<file path="config.mk">
export PLATFORM = sky130hd
export DESIGN_NAME = demux_lane_router
export DESIGN_NICKNAME = d
export VERILOG_FILES = /design/src/rtl/demux_lane_router.sv
export SDC_FILE = /design/constraint.sdc
export NUM_CORES = 1
export LEC_CHECK = 0
export ABC_AREA = 1
export ABC_CLOCK_PERIOD_IN_PS = 5100
export BUFFER_PORTS_ARGS = -buffer_cell sky130_fd_sc_hd__buf_4
export CORE_MARGIN = 8
export CORE_UTILIZATION = 57
export DETAILED_ROUTE_END_ITERATION = 12
export GPL_ROUTABILITY_DRIVEN = 0
export PLACE_DENSITY_LB_ADDON = 0.15
export SLEW_MARGIN = 20
export SYNTH_ARGS = -nofsm -noshare
export SYNTH_HDL_FRONTEND = slang
export SYNTH_SLANG_ARGS = --single-unit
</file>
<file path="constraint.sdc">
create_clock -name clk -period 5.1 [get_ports clk]
set_clock_uncertainty 0.05 [all_clocks]
set_input_delay 1.02 -clock clk [delete_from_list [all_inputs] [get_ports clk]]
set_output_delay 1.02 -clock clk [all_outputs]
set_load 0.05 [all_outputs]
</file>
<file path="src/rtl/demux_lane_router.sv">
// Registered 1-to-NUM_LANES demux with valid/ready flow control.
// Optional macro DEMUX_DROP_CNT_EN adds a saturating drop_cnt output.
module demux_lane_router #(
  parameter int NUM_LANES = 31,
  parameter int DW        = 2,
  parameter int SW        = 5
) (
  input  logic                    clk,
  input  logic                    rst_n,
  input  logic                    in_valid,
  output logic                    in_ready,
  input  logic [SW-1:0]           sel,
  input  logic [DW-1:0]           in_data,
  output logic [NUM_LANES*DW-1:0] out_data,
  output logic [NUM_LANES-1:0]    out_valid,
  input  logic [NUM_LANES-1:0]    out_ready,
  input  logic                    flush,
  input  logic                    clr_err,
  output logic                    err_bad_sel,
`ifdef DEMUX_DROP_CNT_EN
  output logic [7:0]              drop_cnt,
`endif
  output logic                    busy
);

  localparam int          SELN    = 2 ** SW;
  localparam logic [SW:0] LANES_W = (SW + 1)'(NUM_LANES);

  logic [NUM_LANES-1:0]    valid_q, valid_d;
  logic [NUM_LANES*DW-1:0] data_q, data_d;
  logic                    err_q, err_d;
  logic [NUM_LANES-1:0]    hit;
  logic [SELN-1:0]         stall_pad;
  logic                    sel_ok;
  logic                    accept;
  logic                    bad_acc;

  // Select is in range only below NUM_LANES
  assign sel_ok = {1'b0, sel} < LANES_W;

  // Lanes that hold a beat nobody is taking, padded to full select range
  always_comb begin
    stall_pad = '0;
    stall_pad[NUM_LANES-1:0] = valid_q & ~out_ready;
  end

  assign in_ready = ~flush & (~sel_ok | ~stall_pad[sel]);
  assign accept   = in_valid & in_ready;
  assign bad_acc  = accept & ~sel_ok;

  // One-hot lane load strobes
  always_comb begin
    hit = '0;
    for (int k = 0; k < NUM_LANES; k++) begin
      hit[k] = accept & sel_ok & (sel == SW'(k));
    end
  end

  // Flush clears all; a load keeps the lane full; a taken beat drains
  always_comb begin
    valid_d = flush ? '0 : (hit | (valid_q & ~out_ready));
  end

  // Payload changes only on a load into that lane
  always_comb begin
    data_d = data_q;
    for (int k = 0; k < NUM_LANES; k++) begin
      if (hit[k]) begin
        data_d[k*DW +: DW] = in_data;
      end
    end
  end

  // Sticky bad-select flag, set beats clear
  always_comb begin
    err_d = err_q;
    if (bad_acc) begin
      err_d = 1'b1;
    end else if (clr_err) begin
      err_d = 1'b0;
    end
  end

  // Lane valid and payload registers
  always_ff @(posedge clk or negedge rst_n) begin
    if (!rst_n) begin
      valid_q <= '0;
      data_q  <= '0;
    end else begin
      valid_q <= valid_d;
      data_q  <= data_d;
    end
  end

  // Error flag register
  always_ff @(posedge clk or negedge rst_n) begin
    if (!rst_n) begin
      err_q <= 1'b0;
    end else begin
      err_q <= err_d;
    end
  end

`ifdef DEMUX_DROP_CNT_EN
  localparam int CW = $clog2(NUM_LANES + 1);

  logic [CW-1:0] pop;
  logic [8:0]    cnt_sum;
  logic [7:0]    cnt_q, cnt_d;

  // Number of held beats a flush throws away
  always_comb begin
    pop = '0;
    if (flush) begin
      for (int k = 0; k < NUM_LANES; k++) begin
        pop = pop + CW'(valid_q[k]);
      end
    end
  end

  // Clear restarts from zero but still counts this cycle's drops
  always_comb begin
    cnt_sum = {1'b0, (clr_err ? 8'd0 : cnt_q)}
            + 9'(pop) + 9'(bad_acc);
    cnt_d   = cnt_sum[8] ? 8'hFF : cnt_sum[7:0];
  end

  // Saturating drop counter register
  always_ff @(posedge clk or negedge rst_n) begin
    if (!rst_n) begin
      cnt_q <= '0;
    end else begin
      cnt_q <= cnt_d;
    end
  end

  assign drop_cnt = cnt_q;
`endif

  assign out_valid   = valid_q;
  assign out_data    = data_q;
  assign err_bad_sel = err_q;
  assign busy        = |valid_q;

endmodule

</file>
==> results of run 1 <==
layer usage:
metal	vias up	track usage [%]	share of wire, %
li1	2195	-	-
met1	2239	32.1	40
met2	260	41.1	48
met3	32	5.32	9.5
met4	0	9.78	2.6
met5	-	0	0
layout by cell type (no fill, tap or decap):
cell type	n
sky130_fd_sc_hd__buf_4	141
sky130_fd_sc_hd__nor2_1	44
sky130_fd_sc_hd__nor2_4	2
sky130_fd_sc_hd__clkbuf_8	10
sky130_fd_sc_hd__nor2_8	2
sky130_fd_sc_hd__inv_1	40
sky130_fd_sc_hd__o21bai_4	1
sky130_fd_sc_hd__nand4_1	66
sky130_fd_sc_hd__nand2_1	208
sky130_fd_sc_hd__dfrtp_1	94
sky130_fd_sc_hd__nand2_2	1
sky130_fd_sc_hd__o21ai_0	4
sky130_fd_sc_hd__nor2_2	2
sky130_fd_sc_hd__clkinv_2	2
sky130_fd_sc_hd__bufinv_16	1
sky130_fd_sc_hd__clkinv_1	1
sky130_fd_sc_hd__nor4_1	7
sky130_fd_sc_hd__nand3_1	2
sky130_fd_sc_hd__or2_2	2
sky130_fd_sc_hd__inv_2	5
sky130_fd_sc_hd__nor3_1	2
sky130_fd_sc_hd__nand3b_4	1
sky130_fd_sc_hd__o21ai_1	4
sky130_fd_sc_hd__or3_1	1
sky130_fd_sc_hd__clkinv_4	1
sky130_fd_sc_hd__nand4_2	30
sky130_fd_sc_hd__a21oi_1	32
sky130_fd_sc_hd__nand3_2	1
cell families after synthesis:
group	count (synthesis)
DFF	94
buffers and inverters	83
and+or+nand+nor	371
AOI/OAI and AO/OA	41
state kept, by name (all words and copies together) (netlist names):
signal and count:
out_data 62, err_bad_sel 1, out_valid 31
power by group through the flow:
stage	sequential, mW	combinational, mW	clock (mW)
floorplan	1.03	0.164	0
global placement	0.847	0.508	0
detailed placement	0.847	0.516	0
CTS	0.833	0.518	0.488
global route	0.839	0.547	0.514
finish	0.834	0.516	0.485
path summary, 6_finish.rpt:
check | from | end | slack (ns) | depth (start not counted)
max in group asynchronous | rst_n | out_valid[4] | 3.34 | 2
worst max-delay path | sel[0] | in_ready | 1.62 | 9
worst max register to register | out_valid[9] | out_data[60] | 2.81 | 10
worst min register to register | err_bad_sel | err_bad_sel | 0.44 | 2
min in group asynchronous | rst_n | out_data[32] | 0.60 | 1
worst min-delay path | err_bad_sel | err_bad_sel | 0.44 | 2
through the flow:
stage	total power, mW	hold WS (ns)	cell area [um^2]	std cells
global placement	1.35	0.416	5870	801
detailed placement	1.36	0.419	5870	801
CTS	1.84	0.441	6050	815
finish	1.83	0.437	6050	815
global route	1.90	0.458	6050	815
floorplan	1.20	0.674	4900	589
worst max-delay path: stages:
cell	delay (ns)
sky130_fd_sc_hd__buf_4	0.14
sky130_fd_sc_hd__nor2_2	0.42
sky130_fd_sc_hd__nand2_1	0.11
sky130_fd_sc_hd__nand2_1	0.08
sky130_fd_sc_hd__o21ai_1	0.08
sky130_fd_sc_hd__nand3_2	0.16
sky130_fd_sc_hd__o21bai_4	0.09
sky130_fd_sc_hd__nor2_8	0.11
sky130_fd_sc_hd__buf_4	0.20
final cells by class:
cell class / count / area share (%)
Tap cell: 108 / 2.23
Sequential cell: 94 / 38.9
Clock inverter: 4 / 0.806
Multi-Input combinational cell: 412 / 35.5
Timing Repair Buffer: 141 / 17.5
Clock buffer: 10 / 2.27
Inverter: 46 / 2.85
==> reports/summary.txt, run 1 <==
GRT
--------------------------------------------------------------------------------
Vias in the first global route                                              4623
Global-route wire length before repair                                  23700 um
Maximum number of pins on one net before global-route repair                  95
Total global routing track utilization                                     25.1%
GRT overflow                                                                   0
Antenna violations before repair                                               0

FLOORPLANNING
--------------------------------------------------------------------------------
Die X                                                                     109 um
Floorplan die height                                                      109 um
Number of cell rows                                                           34
Die Area                                                              11800 um^2
Top-Level Pins                                                               139
Starting utilization of the core area                                      57.6%
Floorplan Core Area                                                    8510 um^2

SETUP PATH
--------------------------------------------------------------------------------
Startpoint-to-endpoint class of the critical path                   input pin to primary output
Biggest fanout along the worst timing path                                    12
Req. time, crit path                                                     4.03 ns
Crit path launch type                                                  input pin
Critical path capture point type                                    primary output
Data arrival time of the critical path                                   2.41 ns

DETAILED ROUTING
--------------------------------------------------------------------------------
First-iteration detailed-routing DRC count                                   431
Detail-routed via count per cell                                            5.80
Post-detailed-route count of antenna-violating nets                            0
Routed wirelength normalized by instance count                           18.1 um
Routed wire length                                                      14700 um
Detailed-router iteration count before antenna repair                          5
Number of vias in the routed layout                                         4726
DRC errors left                                                                0

SYNTHESIS
--------------------------------------------------------------------------------
Nets in the synthesized netlist                                              632
Top cells by area in the synthesized netlist                        sky130_fd_sc_hd__dfrtp_1, sky130_fd_sc_hd__nand2_1, sky130_fd_sc_hd__nand4_1
Dominant combinational cell family by area after synthesis          simple AND/OR/NAND/NOR gates
Synthesized area per cell                                              8.32 um^2
Number of synthesized register bits                                           94
Total standard cell area after synthesis                               4900 um^2
Share of synthesized cell area in and, or, nand and nor gates              39.3%
Sequential area share after synthesis                                      48.0%
Post-synth ARST share                                                       100%
Fraction of the mapped netlist area in adder cells                            0%
Most repeated cell in the gate-level netlist after synthesis        sky130_fd_sc_hd__nand2_1
Fraction of post-synthesis cell area in the top cell type by area          48.0%
Prevailing post-synth register cell                                 sky130_fd_sc_hd__dfrtp_1
Number of warnings issued by yosys                                             0
Most frequent cells after synthesis                                 sky130_fd_sc_hd__nand2_1, sky130_fd_sc_hd__dfrtp_1, sky130_fd_sc_hd__nand4_1
Synth Instances                                                              589
Distinct cells, synth                                                         29
Cell type contributing the most total cell area after synthesis     sky130_fd_sc_hd__dfrtp_1
XOR/XNOR Fraction of Synth Area                                               0%
Synth Area in Compound Gates                                               4.47%
Multiplexer share of the synthesized area                                     0%
Count of flip-flops with a built-in enable after synthesis                     0

PWR
--------------------------------------------------------------------------------
Power per unit of standard cell area                                 303 nW/um^2
Internal power component                                                 1.17 mW
Switching share of power                                                   36.1%
Static power due to leakage                                              3.32 nW
Sequential power share                                                     45.5%
Clk pwr share                                                              26.4%
Peak supply drop                                                          159 uV
Net switching power                                                     0.663 mW
Combinational group share of total power                                   28.1%

CTS
--------------------------------------------------------------------------------
Clock Pin Slew Worst Setup and Hold Paths                                0.07 ns
TritonCTS clock tree                                                         yes
Deepest level of the CTS H-tree                                                3
Latest clock arrival within the worst-skew pair                          0.35 ns
Master cell of the clock root buffer                                sky130_fd_sc_hd__clkbuf_8
Number of buffers inserted to repair setup after CTS                           0
Post-cts sizing count                                                          0
Number of clock sinks seen by CTS                                             94
Max Root-Sink Buffers                                                          2
Hold bufs inserted after CTS                                                   0
Number of buffers added by the clock tree synthesis step                       9

STATUS
--------------------------------------------------------------------------------
Status                                                              finished clean

TIMING
--------------------------------------------------------------------------------
Setup violation total in the final timing report                               0
Count of final max-slew check failures                                         0
Max Freq                                                                 287 MHz
Final count of hold timing violations                                          0
Setup TNS Final                                                             0 ns
Final period demand of the worst path                                    3.48 ns
Setup repair after global routing missed its margin                           no
Actual slew at the worst max-slew pin                                    1.08 ns
Worst slew margin                                                          27.9%
Share of the cycle needed by the critical path after routing               68.3%
Final worst-path setup slack                                             1.62 ns

PLACEMENT
--------------------------------------------------------------------------------
Input/output buffers                                                         138
Detailed placer's ending HPWL                                           10500 um
Post-placement setup slack                                               1.63 ns

FINISH
--------------------------------------------------------------------------------
Share of post-route cells with drive strength above 1                      28.6%
Inserted Diodes                                                                0
Fill cells                                                                   682
Syn-to-layout area delta                                                   23.5%
Flip-flop and latch area                                               2350 um^2
Area taken by multi-input logic gates                                  2150 um^2
Share of the core filled with cells                                        71.1%
Layout Nets                                                                  747

HOLD PATH
--------------------------------------------------------------------------------
Worst Hold Class                                                    flop to flop

RUN
--------------------------------------------------------------------------------
Max cap viols                                                                  0

Power figures use the tool's default switching activity.
==> run 2, diff against run 1 <==
--- a/config.mk
+++ b/config.mk
@@ -6,10 +6,10 @@
 export NUM_CORES = 1
 export LEC_CHECK = 0
 export ABC_AREA = 1
-export ABC_CLOCK_PERIOD_IN_PS = 5100
+export ABC_CLOCK_PERIOD_IN_PS = 3600
 export BUFFER_PORTS_ARGS = -buffer_cell sky130_fd_sc_hd__buf_4
 export CORE_MARGIN = 8
-export CORE_UTILIZATION = 57
+export CORE_UTILIZATION = 52
 export DETAILED_ROUTE_END_ITERATION = 12
 export GPL_ROUTABILITY_DRIVEN = 0
 export PLACE_DENSITY_LB_ADDON = 0.15
==> constraint.sdc (replaced) <==
create_clock -name clk -period 3.6 [get_ports clk]
set_clock_uncertainty 0.05 [all_clocks]
set_input_delay 0.72 -clock clk [delete_from_list [all_inputs] [get_ports clk]]
set_output_delay 0.72 -clock clk [all_outputs]
set_load 0.05 [all_outputs]
==> run 2 against run 1 <==
Sequential cell count unchanged. Critical endpoint unchanged. Hold slack got worse by 0.14 ns. Via count decreased by 2.2%. First-iteration DRC count increased by 0.46%. Global-route usage decreased by 2.1 points. Total power increased by 45%.
==> reports/summary.txt, run 2 (synthesis results as in run 1) <==
FLOORPLANNING
--------------------------------------------------------------------------------
Starting utilization of the core area                                      53.3%
Die Area                                                              12800 um^2
Floorplan die height                                                      113 um
Number of cell rows                                                           35
Floorplan Core Area                                                    9200 um^2
Top-Level Pins                                                               139
Die X                                                                     113 um

DETAILED ROUTING
--------------------------------------------------------------------------------
First-iteration detailed-routing DRC count                                   433
Post-detailed-route count of antenna-violating nets                            0
Routed wirelength normalized by instance count                           18.2 um
Detail-routed via count per cell                                            5.63
Routed wire length                                                      14900 um
Detailed-router iteration count before antenna repair                          5
Number of vias in the routed layout                                         4621
DRC errors left                                                                0

GRT
--------------------------------------------------------------------------------
Total global routing track utilization                                     23.0%
Antenna violations before repair                                               0
Global-route wire length before repair                                  23700 um
Vias in the first global route                                              4613
Maximum number of pins on one net before global-route repair                  95
GRT overflow                                                                   0

TIMING
--------------------------------------------------------------------------------
Setup TNS Final                                                             0 ns
Setup repair after global routing missed its margin                           no
Worst slew margin                                                          26.6%
Setup violation total in the final timing report                               0
Share of the cycle needed by the critical path after routing               83.9%
Count of final max-slew check failures                                         0
Max Freq                                                                 331 MHz
Actual slew at the worst max-slew pin                                    1.10 ns
Final count of hold timing violations                                          0
Final period demand of the worst path                                    3.02 ns

SETUP PATH
--------------------------------------------------------------------------------
Crit Reg-Reg Startpoint                                             out_valid[2]
Data arrival time of the critical path                                   2.25 ns
CP Launch Point                                                           sel[0]
Worst path buffer plus inverter count                                          2
Cell chain of the critical path                                     buf_4, nor2_2, nand2_1, nand2_1, o21ai_1, nand3_2, o21bai_4, nor2_8, buf_4
Crit path launch type                                                  input pin
Startpoint-to-endpoint class of the critical path                   input pin to primary output
Biggest fanout along the worst timing path                                    12
Critical path capture point type                                    primary output
Req. time, crit path                                                     2.83 ns
Top delay family on crit path                                       simple AND/OR/NAND/NOR gates
Cell with the largest stage delay on the worst path                 sky130_fd_sc_hd__nor2_2
Longest individual stage delay on the worst path                         0.47 ns

CTS
--------------------------------------------------------------------------------
Post-cts sizing count                                                          0
TritonCTS clock tree                                                         yes
Clock Pin Slew Worst Setup and Hold Paths                                0.10 ns
Number of buffers inserted to repair setup after CTS                           0
Number of buffers added by the clock tree synthesis step                       9
Deepest level of the CTS H-tree                                                3
Max Root-Sink Buffers                                                          2
Number of clock sinks seen by CTS                                             94
Hold bufs inserted after CTS                                                   0
Master cell of the clock root buffer                                sky130_fd_sc_hd__clkbuf_8
Latest clock arrival within the worst-skew pair                          0.36 ns

FINISH
--------------------------------------------------------------------------------
Layout Nets                                                                  748
Share of post-route cells with drive strength above 1                      28.7%
Area taken by multi-input logic gates                                  2150 um^2
Fill cells                                                                   790
Syn-to-layout area delta                                                   24.2%
Flip-flop and latch area                                               2350 um^2
Inserted Diodes                                                                0
Largest register FFs                                                          62
Commonest cells after routing, fill and taps aside                  sky130_fd_sc_hd__nand2_1, sky130_fd_sc_hd__buf_4, sky130_fd_sc_hd__dfrtp_1
Leading cell type in the layout, fill and taps excluded             sky130_fd_sc_hd__nand2_1
Final standard cell count with taps included and fillers excluded            821

PWR
--------------------------------------------------------------------------------
Peak supply drop                                                          289 uV
Power per unit of standard cell area                                 437 nW/um^2
Static power due to leakage                                              3.33 nW

PLACEMENT
--------------------------------------------------------------------------------
Detailed placer's ending HPWL                                           10500 um
Number of placed instances with taps included                                805
Input/output buffers                                                         138

RUN
--------------------------------------------------------------------------------
Max cap viols                                                                  0

STATUS
--------------------------------------------------------------------------------
Status                                                              finished clean

HOLD PATH
--------------------------------------------------------------------------------
Worst Hold Class                                                    input pin to async pin

run 2: layout make-up:
class,instances,share of cell area (%)
inverters,46,2.84
repair buffers,142,17.5
well taps,111,2.28
multi-input cells,412,35.3
clock buffers,12,2.55
flip-flops and latches,94,38.7
clock inverters,4,0.884
run 2: final timing paths:
check	endpoint	slack [ns]	cells after the start
max in group asynchronous	out_data[18]	2.43	2
min in group clk	out_data[5]	0.44	2
setup / recovery	in_ready	0.58	9
hold reg to reg	out_data[5]	0.44	2
hold / removal	out_data[41]	0.30	1
setup reg to reg	out_data[60]	1.45	10
run 2: power by group:
part | total [mW] | switching, mW | internal [mW]
logic | 0.734 | 0.537 | 0.198
clock network | 0.742 | 0.379 | 0.362
registers | 1.18 | 0.0494 | 1.13
total | 2.66 | 0.965 | 1.69
run 2: metrics by stage:
step / area (um^2) / hold slack (ns) / util, % / power (mW) / setup WS [ns]
6_report: 6090 / 0.295 / 66.2 / 2.66 / 0.580
5_1_grt: 6090 / 0.331 / 66.2 / 2.75 / 0.504
4_1_cts: 6090 / 0.314 / 66.2 / 2.66 / 0.616
3_5_place_dp: 5880 / 0.418 / 63.9 / 1.93 / 0.629
3_3_place_gp: 5880 / 0.417 / 63.9 / 1.93 / 0.681
2_1_floorplan: 4900 / 0.374 / - / 1.70 / 0.984
run 2: per-layer routing:
| layer | wire length, um | part of all wire, % | GRT usage (%) |
|---|---|---|---|
| met1 | 6110 | 41 | 28.6 |
| met2 | 7240 | 49 | 38.1 |
| met3 | 1290 | 8.6 | 6.07 |
| met4 | 279 | 1.9 | 7.28 |
| met5 | 0 | 0 | 0 |
==> run 3, diff against run 2 <==
--- a/config.mk
+++ b/config.mk
@@ -6,10 +6,10 @@
 export NUM_CORES = 1
 export LEC_CHECK = 0
 export ABC_AREA = 1
-export ABC_CLOCK_PERIOD_IN_PS = 3600
+export ABC_CLOCK_PERIOD_IN_PS = 2750
 export BUFFER_PORTS_ARGS = -buffer_cell sky130_fd_sc_hd__buf_4
 export CORE_MARGIN = 8
-export CORE_UTILIZATION = 52
+export CORE_UTILIZATION = 47
 export DETAILED_ROUTE_END_ITERATION = 12
 export GPL_ROUTABILITY_DRIVEN = 0
 export PLACE_DENSITY_LB_ADDON = 0.15
==> constraint.sdc (replaced) <==
create_clock -name clk -period 2.75 [get_ports clk]
set_clock_uncertainty 0.05 [all_clocks]
set_input_delay 0.55 -clock clk [delete_from_list [all_inputs] [get_ports clk]]
set_output_delay 0.55 -clock clk [all_outputs]
set_load 0.05 [all_outputs]
==> run 3 against run 2 <==
Total power rose by 30%. Sequential power rose by 31%. Wire length rose by 4.7%. Sequential share of layout area fell by 0.65 points. Clock power rose by 25%. Largest cell class unchanged.
==> reports/summary.txt, run 3 (synthesis results as in run 1) <==
FINISH
--------------------------------------------------------------------------------
Share of the core filled with cells                                        60.5%
Largest register FFs                                                          62
Layout Nets                                                                  757
Syn-to-layout area delta                                                   26.3%
Inserted Diodes                                                                0
Cell area after layout                                                 6190 um^2
Share of post-route cells with drive strength above 1                      29.3%
Final standard cell count with taps included and fillers excluded            853
Fill cells                                                                   920
Leading cell type in the layout, fill and taps excluded             sky130_fd_sc_hd__nand2_1
Commonest cells after routing, fill and taps aside                  sky130_fd_sc_hd__nand2_1, sky130_fd_sc_hd__buf_4, sky130_fd_sc_hd__dfrtp_1

CTS
--------------------------------------------------------------------------------
Latest clock arrival within the worst-skew pair                          0.36 ns
Post-cts sizing count                                                          0
Number of clock sinks seen by CTS                                             94
Hold bufs inserted after CTS                                                   0
Master cell of the clock root buffer                                sky130_fd_sc_hd__clkbuf_8
Number of buffers added by the clock tree synthesis step                       9
Deepest level of the CTS H-tree                                                3
Number of buffers inserted to repair setup after CTS                           0
Clock Pin Slew Worst Setup and Hold Paths                                0.09 ns
Max Root-Sink Buffers                                                          2
TritonCTS clock tree                                                         yes

PWR
--------------------------------------------------------------------------------
Sequential power share                                                     44.8%
Net switching power                                                      1.24 mW
Combinational group share of total power                                   28.4%
Pwr Total                                                                3.46 mW
Clk pwr share                                                              26.8%
Internal power component                                                 2.22 mW
Switching share of power                                                   35.8%
Power per unit of standard cell area                                 558 nW/um^2
Static power due to leakage                                              3.38 nW
Peak supply drop                                                          284 uV

TIMING
--------------------------------------------------------------------------------
Final worst-path setup slack                                            0.132 ns
Setup repair after global routing missed its margin                           no
Count of final max-slew check failures                                         0
Share of the cycle needed by the critical path after routing               95.2%
Final period demand of the worst path                                    2.62 ns
Actual slew at the worst max-slew pin                                   0.660 ns
Final count of hold timing violations                                          0
Setup TNS Final                                                             0 ns
Setup violation total in the final timing report                               0
Worst slew margin                                                          55.7%
Final Hold Slack                                                        0.118 ns
Max Freq                                                                 382 MHz

PLACEMENT
--------------------------------------------------------------------------------
Post-placement setup slack                                              0.259 ns
Detailed placer's ending HPWL                                           11300 um
Input/output buffers                                                         138
Post-detailed-placement cell area                                      6000 um^2
Number of placed instances with taps included                                839

SETUP PATH
--------------------------------------------------------------------------------
Crit path launch type                                                       flop
Biggest fanout along the worst timing path                                     3
Path depth of the worst reg2reg path                                          11
Data arrival time of the critical path                                   2.02 ns
Req. time, crit path                                                     2.15 ns
Startpoint-to-endpoint class of the critical path                   flop to primary output
Critical path capture point type                                    primary output

DETAILED ROUTING
--------------------------------------------------------------------------------
Routed wirelength normalized by instance count                           18.3 um
First-iteration detailed-routing DRC count                                   419
DRC errors left                                                                0
Post-detailed-route count of antenna-violating nets                            0
Detailed-router iteration count before antenna repair                          5
Number of vias in the routed layout                                         4731
Detail-routed via count per cell                                            5.55
Routed wire length                                                      15600 um

FLOORPLANNING
--------------------------------------------------------------------------------
Floorplan die height                                                      118 um
Floorplan Core Area                                                   10200 um^2
Top-Level Pins                                                               139
Die Area                                                              14000 um^2
Die X                                                                     118 um
Starting utilization of the core area                                      47.9%
Number of cell rows                                                           37

GRT
--------------------------------------------------------------------------------
GRT overflow                                                                   0
Global-route wire length before repair                                  25600 um
Total global routing track utilization                                     22.5%
Maximum number of pins on one net before global-route repair                  56
Vias in the first global route                                              5048
Antenna violations before repair                                               0

RUN
--------------------------------------------------------------------------------
Max cap viols                                                                  0

HOLD PATH
--------------------------------------------------------------------------------
Worst Hold Class                                                    input pin to async pin

STATUS
--------------------------------------------------------------------------------
Status                                                              finished clean

-- run 3: changes by cell type in the layout (fill, tap and decap cells not counted), sizes merged --
| cell | change |
|---|---|
| buf | +9 |
| clkinvlp | -2 |
| clkbuf | +1 |
| inv | -1 |
-- run 3: critical path, cell delays in order (launching register included) --
cell and delay (ns):
sky130_fd_sc_hd__dfrtp_1 0.41, sky130_fd_sc_hd__nor4_1 0.47, sky130_fd_sc_hd__nand4_1 0.19, sky130_fd_sc_hd__or3_1 0.37, sky130_fd_sc_hd__buf_4 0.21
-- run 3: layer usage --
metal	track usage [%]	part of all wire, %	vias to the layer above
met5	0	0	-
met4	6.65	1.9	0
met3	7.19	9.1	26
met2	36.7	47	223
met1	27.8	42	2275
li1	-	-	2207
-- run 3: path summary, 6_finish.rpt --
path,slack (ns),start,endpoint
max,0.13,out_valid[16],busy
min,0.12,rst_n,out_data[44]
max reg2reg,0.84,out_valid[11],out_data[60]
min reg2reg,0.44,out_data[5],out_data[5]
max in group asynchronous,1.92,rst_n,out_data[3]
min in group clk,0.38,clr_err,err_bad_sel
-- run 3: area by class of cell --
class	count	area [um^2]	area share [%]
Timing Repair Buffer	151	1160	18.7
Tap cell	136	170	2.75
Clock inverter	1	30.0	0.485
Clock buffer	13	159	2.57
Multi-Input combinational cell	412	2150	34.7
Sequential cell	94	2350	38.0
Inverter	46	173	2.79
-- run 3: power groups by stage --
stage	clock, mW	sequential, mW	combinational (mW)
after detailed placement	0	1.57	0.983
after CTS	0.937	1.55	0.987
after global routing	1.00	1.56	1.04
after floorplan	0	1.92	0.304
final	0.928	1.55	0.981
after global placement	0	1.57	0.970
